**config.mk**
```make
export PLATFORM = sky130hd
export DESIGN_NAME = tc_mtimer_ctrl_flat
export DESIGN_NICKNAME = d
export VERILOG_FILES = /design/src/rtl/tc_mtimer_ctrl_if.sv /design/src/rtl/tc_mtimer_ctrl.sv /design/src/flat_wrapper.sv
export SDC_FILE = /design/constraint.sdc
export NUM_CORES = 1
export LEC_CHECK = 0
export CORE_MARGIN = 2
export CORE_UTILIZATION = 50
export DETAILED_ROUTE_END_ITERATION = 7
export GPL_TIMING_DRIVEN = 0
export PLACE_DENSITY_LB_ADDON = 0.25
export SYNTH_ARGS = -nofsm -noshare
export SYNTH_HDL_FRONTEND = slang
export SYNTH_SLANG_ARGS = --single-unit
```
**constraint.sdc**
```tcl
create_clock -name clk -period 7.25 [get_ports clk]
set_input_delay 0.725 -clock clk [delete_from_list [all_inputs] [get_ports clk]]
set_output_delay 0.725 -clock clk [all_outputs]
set_load 0.1 [all_outputs]
```
**src/rtl/tc_mtimer_ctrl_if.sv**
```systemverilog
// ---------------------------------------------------------------------------
// tc_mtimer_ctrl_if
//   Single-cycle 32-bit register bus used to configure and read the machine
//   timer controller.
//
//   req    : one-cycle access request
//   we     : 1 = write, 0 = read (sampled with req)
//   addr   : register word index
//   wdata  : write data
//   ack    : registered acknowledge, one cycle after each req
//   rdata  : read data, valid while ack=1, 0 otherwise
//
//   master modport : bus initiator (CPU side / testbench)
//   slave  modport : timer controller
// ---------------------------------------------------------------------------
interface tc_mtimer_ctrl_if;
    logic        req;
    logic        we;
    logic [2:0]  addr;
    logic [31:0] wdata;
    logic        ack;
    logic [31:0] rdata;

    modport master (output req, we, addr, wdata, input ack, rdata);
    modport slave  (input req, we, addr, wdata, output ack, rdata);
endinterface

```
**src/rtl/tc_mtimer_ctrl.sv**
```systemverilog
// ---------------------------------------------------------------------------
// tc_mtimer_ctrl
//   64-bit machine timer: prescaled mtime counter, 64-bit compare register,
//   sticky pending flag and timer interrupt, configured over a single-cycle
//   32-bit register bus.
//
//   Optional feature macro: TC_MTIMER_AUTORELOAD_EN
//     Adds a 64-bit period register (addr 6/7) and CTRL bit3 autoreload,
//     which advances mtimecmp by period whenever pending sets.
//
//   Ports:
//     clk      : clock, all state changes on rising edge
//     rst      : synchronous active-high reset
//     bus      : register bus (slave modport of tc_mtimer_ctrl_if)
//     time_out : current mtime
//     tick     : one-cycle pulse following each mtime increment
//     irq      : pending & irq_en
//
//   Register map: 0 MTIME_LO, 1 MTIME_HI, 2 CMP_LO, 3 CMP_HI,
//                 4 CTRL {autoreload, pending, irq_en, enable},
//                 5 PRESCALE, 6 PERIOD_LO, 7 PERIOD_HI
// ---------------------------------------------------------------------------
module tc_mtimer_ctrl #(
    parameter logic [63:0] START_TIME     = 64'd0,
    parameter logic [31:0] RESET_PRESCALE = 32'd0,
    parameter logic [63:0] RESET_CMP      = 64'hFFFF_FFFF_FFFF_FFFF
) (
    input  logic                 clk,
    input  logic                 rst,
    tc_mtimer_ctrl_if.slave      bus,
    output logic [63:0]          time_out,
    output logic                 tick,
    output logic                 irq
);

    localparam logic [2:0] A_MTIME_LO  = 3'd0;
    localparam logic [2:0] A_MTIME_HI  = 3'd1;
    localparam logic [2:0] A_CMP_LO    = 3'd2;
    localparam logic [2:0] A_CMP_HI    = 3'd3;
    localparam logic [2:0] A_CTRL      = 3'd4;
    localparam logic [2:0] A_PRESCALE  = 3'd5;
    localparam logic [2:0] A_PERIOD_LO = 3'd6;
    localparam logic [2:0] A_PERIOD_HI = 3'd7;

    typedef enum logic {STOPPED = 1'b0, RUN = 1'b1} run_state_t;

    run_state_t  state;
    logic [63:0] mtime;
    logic [63:0] cmp;
    logic [31:0] prescale;
    logic [31:0] count;
    logic        irq_en;
    logic        pending;
    logic [31:0] mtime_stage;
    logic [31:0] cmp_stage;
    logic [31:0] shadow_hi;
    logic        autoreload;

    logic        wr, rd;
    logic        wr_mtime_hi, wr_cmp_hi, wr_ctrl, wr_prescale;
    logic        fire, hit, clr_pend, set_pend, reload;
    logic [31:0] rd_mux;

`ifdef TC_MTIMER_AUTORELOAD_EN
    logic [63:0] period;
    logic [31:0] period_stage;
`endif

    assign wr          = bus.req &  bus.we;
    assign rd          = bus.req & ~bus.we;
    assign wr_mtime_hi = wr && (bus.addr == A_MTIME_HI);
    assign wr_cmp_hi   = wr && (bus.addr == A_CMP_HI);
    assign wr_ctrl     = wr && (bus.addr == A_CTRL);
    assign wr_prescale = wr && (bus.addr == A_PRESCALE);

    assign fire     = (state == RUN) && (count == prescale);
    assign hit      = (mtime >= cmp);
    // A clear in the same cycle as a compare hit wins for that cycle.
    assign clr_pend = (wr_ctrl && bus.wdata[2]) || wr_cmp_hi;
    assign set_pend = hit && !clr_pend;

`ifdef TC_MTIMER_AUTORELOAD_EN
    // Reload only on the 0->1 transition of pending, so cmp advances once
    // per interrupt rather than every cycle the compare holds.
    assign reload = autoreload && (period != 64'd0) && set_pend && !pending;
`else
    assign reload     = 1'b0;
    assign autoreload = 1'b0;
`endif

    always_comb begin
        rd_mux = 32'd0;
        case (bus.addr)
            A_MTIME_LO:  rd_mux = mtime[31:0];
            A_MTIME_HI:  rd_mux = shadow_hi;
            A_CMP_LO:    rd_mux = cmp[31:0];
            A_CMP_HI:    rd_mux = cmp[63:32];
            A_CTRL:      rd_mux = {28'd0, autoreload, pending, irq_en, state == RUN};
            A_PRESCALE:  rd_mux = prescale;
`ifdef TC_MTIMER_AUTORELOAD_EN
            A_PERIOD_LO: rd_mux = period[31:0];
            A_PERIOD_HI: rd_mux = period[63:32];
`endif
            default:     rd_mux = 32'd0;
        endcase
    end

    always_ff @(posedge clk) begin
        if (rst) begin
            state       <= STOPPED;
            mtime       <= START_TIME;
            cmp         <= RESET_CMP;
            prescale    <= RESET_PRESCALE;
            count       <= 32'd0;
            irq_en      <= 1'b0;
            pending     <= 1'b0;
            mtime_stage <= 32'd0;
            cmp_stage   <= 32'd0;
            shadow_hi   <= 32'd0;
            tick        <= 1'b0;
            bus.ack     <= 1'b0;
            bus.rdata   <= 32'd0;
`ifdef TC_MTIMER_AUTORELOAD_EN
            autoreload   <= 1'b0;
            period       <= 64'd0;
            period_stage <= 32'd0;
`endif
        end else begin
            // Bus response
            bus.ack   <= bus.req;
            bus.rdata <= rd ? rd_mux : 32'd0;
            // LO read snapshots the upper half so a following HI read is coherent
            if (rd && bus.addr == A_MTIME_LO)
                shadow_hi <= mtime[63:32];

            // Prescaler / counter; a software mtime commit overrides the tick
            if (wr_mtime_hi) begin
                mtime <= {bus.wdata, mtime_stage};
                count <= 32'd0;
            end else if (fire) begin
                mtime <= mtime + 64'd1;
                count <= 32'd0;
            end else if (state == RUN) begin
                count <= count + 32'd1;
            end
            if (wr_prescale) begin
                prescale <= bus.wdata;
                count    <= 32'd0;
            end
            tick <= fire && !wr_mtime_hi;

            // Staging for 64-bit writes
            if (wr && bus.addr == A_MTIME_LO) mtime_stage <= bus.wdata;
            if (wr && bus.addr == A_CMP_LO)   cmp_stage   <= bus.wdata;

            // Compare register: software commit, else autoreload advance
            if (wr_cmp_hi)
                cmp <= {bus.wdata, cmp_stage};
`ifdef TC_MTIMER_AUTORELOAD_EN
            else if (reload)
                cmp <= cmp + period;
`endif

            // Sticky pending
            if (clr_pend)
                pending <= 1'b0;
            else if (set_pend)
                pending <= 1'b1;

            if (wr_ctrl) begin
                state  <= bus.wdata[0] ? RUN : STOPPED;
                irq_en <= bus.wdata[1];
`ifdef TC_MTIMER_AUTORELOAD_EN
                autoreload <= bus.wdata[3];
`endif
            end

`ifdef TC_MTIMER_AUTORELOAD_EN
            if (wr && bus.addr == A_PERIOD_LO) period_stage <= bus.wdata;
            if (wr && bus.addr == A_PERIOD_HI) period <= {bus.wdata, period_stage};
`endif
        end
    end

    assign time_out = mtime;
    assign irq      = pending & irq_en;

endmodule

```
**src/flat_wrapper.sv**
```systemverilog
// flat-port wrapper written by rule: the top's interface ports become plain ports
module tc_mtimer_ctrl_flat 
#(
    parameter logic [63:0] START_TIME     = 64'd0,
    parameter logic [31:0] RESET_PRESCALE = 32'd0,
    parameter logic [63:0] RESET_CMP      = 64'hFFFF_FFFF_FFFF_FFFF
)
  (clk, rst, time_out, tick, irq, bus_req, bus_we, bus_addr, bus_wdata, bus_ack, bus_rdata);
  tc_mtimer_ctrl_if bus_i ();
  input  logic clk;
  input  logic rst;
  output logic [63:0] time_out;
  output logic tick;
  output logic irq;
  input wire logic [$bits(bus_i.req)-1:0] bus_req;
  input wire logic [$bits(bus_i.we)-1:0] bus_we;
  input wire logic [$bits(bus_i.addr)-1:0] bus_addr;
  input wire logic [$bits(bus_i.wdata)-1:0] bus_wdata;
  output wire logic [$bits(bus_i.ack)-1:0] bus_ack;
  output wire logic [$bits(bus_i.rdata)-1:0] bus_rdata;
  assign bus_i.req = bus_req;
  assign bus_i.we = bus_we;
  assign bus_i.addr = bus_addr;
  assign bus_i.wdata = bus_wdata;
  assign bus_ack = bus_i.ack;
  assign bus_rdata = bus_i.rdata;
  tc_mtimer_ctrl #(.START_TIME(START_TIME), .RESET_PRESCALE(RESET_PRESCALE), .RESET_CMP(RESET_CMP)) u_core (.clk(clk), .rst(rst), .bus(bus_i), .time_out(time_out), .tick(tick), .irq(irq));
endmodule
```
Yosys cells after proc, flatten, opt, wreduce, memory -nomap -nowiden
Cells that the tools add are included.
- add/sub/neg operators: 2
- order comparisons: 1
- eq/ne operators: 6
- multiplexer cells: 4
- bitwise gates (word level): 5
- reductions and logical operators: 19
- operators by type and width (operator ; number):
    one-hot mux 32 bit (6 select lines) ; 1
    two-way mux 64 bit ; 2
    adder 64 x 1 -> 64 bit (second input constant) ; 1
    greater-or-equal comparator 64 bit ; 1
    adder 32 x 1 -> 32 bit (second input constant) ; 1
    equality test 32 bit ; 1
    logical AND 1 bit ; 11
    equality test 3 x 2 -> 1 bit (second input constant) ; 2
    equality test 3 bit (second input constant) ; 2
    OR reduction 2 bit ; 2
    OR reduction 4 bit ; 1
    AND 1 bit ; 3
    equality test 3 x 1 -> 1 bit (second input constant) ; 1
    zero test 3 bit ; 1
    zero test 1 bit ; 2
    inverter 1 bit ; 2
    nonzero test 2 bit ; 1
    logical OR 1 bit ; 1
    two-way mux 1 bit ; 1
- register bits: 325
- input port bits: 39
- logic and storage cells: 50

Logic depth before layout (Yosys ltp)
- depth after elaboration: 6
- depth in mapped cells: 9
- depth with buffers taken out: 9

Worst setup path after synthesis
No wires, ideal clock.
- kind: reg2reg
- from: register u_core.mtime[24] (netlist: u_core.time_out[24])
- to: register u_core.mtime[60] (netlist: u_core.time_out[60])
- setup time: 91 ps
- arrival: 3265 ps
- slack: 3893 ps
- stages on the path, launching flop included: 9
- path buffers: 2
- cells stage by stage: dfxtp_1 -> nand3_2 -> or3_1 -> buf_6 -> or3_4 -> or4_1 -> buf_2 -> or3_1 -> a311oi_1
- longest elaborated chain between the ends: 3
- ends and longest elaborated chain (what ; line ; text):
    from (decl) ; tc_mtimer_ctrl.sv:48 ; logic [63:0] mtime;
    from (signal assigned) ; tc_mtimer_ctrl.sv:138 ; mtime <= {bus.wdata, mtime_stage};
    from (signal assigned) ; tc_mtimer_ctrl.sv:141 ; mtime <= mtime + 64'd1;
    adder 64 x 1 -> 64 bit ; tc_mtimer_ctrl.sv:141 ;
    two-way mux 64 bit ; tc_mtimer_ctrl.sv:140 ; end else if (fire) begin
    two-way mux 64 bit ; tc_mtimer_ctrl.sv:137 ; if (wr_mtime_hi) begin
Every way passes these cells. The select of a mux whose other input is x is not followed.
A chain may end at the register's enable or synchronous reset.

Final worst setup path
- from: input port bus_addr[1]
- to: register u_core.bus.rdata[3]
- longest elaborated chain between the ends: 2
- elaborated cells on any way between the ends: 7
- those cells by class: 5 x eq/ne; 1 x mux; 1 x reduce/logical
- ends and longest elaborated chain (what ; line ; text):
    from (decl) ; flat_wrapper.sv:17 ; input wire logic [$bits(bus_i.addr)-1:0] bus_addr;
    equality test 3 bit (tied with other cells) ; tc_mtimer_ctrl.sv:93 ; case (bus.addr)
    one-hot mux 32 bit (6 select lines) (*) ; tc_mtimer_ctrl.sv:93 ;
    to (signal assigned) ; tc_mtimer_ctrl.sv:131 ; bus.rdata <= rd ? rd_mux : 32'd0;
    to (decl) ; tc_mtimer_ctrl_if.sv:25 ; modport slave (input req, we, addr, wdata, output ack, rdata);
Mark *: on every way between the ends. The rest lies on a longest branch, timed or not.

==> metrics.yaml <==
crit_path_start_kind: "input port"
coreArea_um2: 30600
finalMaxSlewViolations: 0
power_mw: 4.20
via_count: 15000
cts_tree: "done"
clkSlewWorstSetupHoldPaths_ps: 60
synth_top_area_cell: "dfxtp_1"
portBuffers: 136
cts_root_buf: "clkbuf_16"
worst_pin_slew_ps: 1250
critPathRequiredTime_ps: 7620
fin_tns_setup_ps: 0
arrival_ps: 4630
hpwl_um: 42900
drt_iter0_drc: 1800
drc: 0
worstPathCellList: "clkdlybuf4s50_1 > buf_1 > clkbuf_1 > clkbuf_1 > nand2_1 > nand3b_1 > clkbuf_1 > nor2_1"
drt-total-wl_um: 57000
grt_antenna_before_repair: 2
ys_seq_area_share_pct: 41.9
cpMaxStageDelayCell: "clkbuf_1"
crit_family: "buffers and inverters"
relSlewSlack_pct: 15.8
r2r_cells: 8
synth_cell_types: 53
r2r_slack_ps: 3310
cts_hold_buf: 0
timing.final.crit_share_pct: 58.8
ys.warnings.count: 0
grt_use_total_pct: 34.2
finalCriticalPeriod_ps: 4260
cts_buffers: 37
cts.sinks: 325
power_density_nw_per_um2: 225
ys_ff_latch: 325
drive_gt1_share_pct: 4.64
grt_max_degree: 15
clk_latency_ps: 530
drt_pass1_iterations: 5
cap_violations: 0
io-pin-count: 138
min_path_type: "flip-flop to flip-flop"
grt_pass1_wl_um: 85100
crit_top_cell: "clkbuf_1"
gp_congestion: 0.987
synth_area_leaders: "dfxtp_1 (42%), nand2_1 (7.8%), a21oi_1 (6.2%), nor2_1 (5.6%), ha_1 (5.3%)"
hold_path_depth: 2
wire_per_inst_um: 22.9
cp.depth: 8
syn_area_per_cell_um2: 8.22
via_per_inst: 6.05
crit_fanout: 10
fmax_mhz: 235
post_cts_resized: 0
place_ws_ps: 2580
die_w_um: 180
fin_worst_skew_ps: 13.0
synth-edff-count: 0
dieHeight_um: 180
status: "completed"
gr-total-overflow: 0
fin_ws_ps: 2990
cp-end-kind: "flip-flop"
synth_fp_nets: 1994
p_leak_nw: 7.07
syn_to_final_growth_pct: 20.3
instances_no_fill: 2488
htree_levels: 2
grt_pass1_vias: 14200
dieArea_um2: 32500
rows: 64
hold_viol: 0
placed_cells: 2421
setup_viol: 0
rsz0062_at_grt: "no"
async_reset_ff_share_pct: 0
nets: 2169
syn-instance-count: 1889
peakVddDrop_mv: 0.145
post_cts_buffers: 0
critical-path-max-stage-delay_ps: 850
synth_area_um2: 15500
start_util_pct: 50.8
path_buf_inv: 5
antenna_left: 0
clk_path_buf_depth: 3
yosys.area.top_type_share_pct: 41.9
diodes: 0
critPathKind: "input port to flip-flop"
synthFlopType: "dfxtp_1"
[worst paths after layout]
check                  startpoint              endpoint
max                   bus_addr[1]   u_core.bus.rdata[3]
min          u_core.shadow_hi[15]  u_core.shadow_hi[15]
max reg2reg       u_core.count[8]   u_core.time_out[57]
min reg2reg  u_core.shadow_hi[15]  u_core.shadow_hi[15]
[layout make-up]
class	instances	area, µm²
timing repair buffer	136	1360
multi-input combinational	1363	8270
sequential	325	6510
inverter	81	304
fill	2768	11900
buffer	120	462
tap	396	495
clock buffer	52	1070
clock inverter	15	213
[logic make-up after synthesis]
| logic type | count (synthesis) | synth area share, % |
|---|---|---|
| AOI/OAI and AO/OA | 389 | 16.1 |
| buffers and inverters | 201 | 4.93 |
| xor gates and xnor gates | 110 | 6.20 |
| DFF | 325 | 41.9 |
| and+or+nand+nor | 762 | 21.7 |
| adders and majority gates | 66 | 5.32 |
| muxes | 36 | 3.87 |
[placed cells by master (no fill, tap or decap), types with 3 or more instances in the layout]
master	netlist	final
clkbuf_1	110	118
xor2_1	23	23
clkbuf_16	0	39
a22oi_1	15	15
buf_1	6	6
clkbuf_8	0	5
buf_2	3	3
and4_1	9	9
and3_1	16	16
ha_1	66	66
nor3_1	25	25
inv_1	81	81
clkinv_2	0	6
a211o_1	65	65
a211oi_1	54	54
a22o_1	7	7
nand4_1	36	36
a21oi_1	193	193
dfxtp_1	325	325
bufinv_16	0	5
nor2_1	231	231
mux4_2	16	16
a21o_1	10	10
mux2i_1	12	12
or3_1	14	14
nor4_1	27	26
mux2_2	6	6
nor2b_1	25	25
o21ai_0	22	22
xnor2_1	87	87
a311oi_1	9	9
nand3_1	38	38
clkdlybuf4s50_1	0	136
nand2_1	322	322
and2_1	5	5
[cell usage after synthesis, drive strengths merged, types with 7 or more instances]
library cell	number
ha	66
nand4	38
mux2i	12
nand3	39
o21ai	22
a211oi	54
a22o	7
nor4	28
a21oi	193
and3	16
nor3	25
xnor2	87
inv	81
nor2b	25
and4	9
xor2	23
a311oi	9
a211o	65
or3	15
nor2	231
nand2	322
mux4	18
dfxtp	325
a22oi	15
buf	10
clkbuf	110
a21o	10
[state kept, by name, indices dropped and copies added (netlist names)]
register,flops
u_core.count,32
u_core.bus.rdata,32
u_core.pending,1
u_core.cmp_stage,32
u_core.mtime_stage,32
u_core.irq_en,1
u_core.state,1
u_core.bus.ack,1
u_core.prescale,32
u_core.time_out,64
u_core.shadow_hi,32
u_core.tick,1
u_core.cmp,64
[report_power, final]
| group | internal (mW) | switching [mW] | leakage, nW |
|---|---|---|---|
| Combinational | 0.105 | 0.264 | 3.81 |
| Sequential | 1.81 | 0.0290 | 2.63 |
| Clock | 1.22 | 0.773 | 0.629 |
| Total | 3.13 | 1.07 | 7.07 |
[tightest hold or removal path: cells and delay by family (launching register included)]
family	cells	cell delay [ps]
AO/OA/AOI/OAI	1	50
AND/OR/NAND/NOR	1	50
flip-flops	1	300
[metrics by stage]
step / hold slack, ps / util (%) / instance area [µm²]
after detailed placement: 447 / 56.9 / 17400
after global routing: 466 / 61.1 / 18700
after global placement: 440 / 56.8 / 17400
final: 454 / 61.1 / 18700
after floorplan: 432 / - / 15500
after CTS: 455 / 61.1 / 18700
[per-layer routing]
| layer | wire length (µm) | track usage (%) | up-vias |
|---|---|---|---|
| met4 | 2570 | 15.2 | 4 |
| met1 | 22900 | 45.2 | 7129 |
| met2 | 25200 | 53.3 | 865 |
| met5 | 27 | 0 | - |
| li1 | - | - | 6878 |
| met3 | 6250 | 8.06 | 168 |
(Power assumes the default switching activity.)
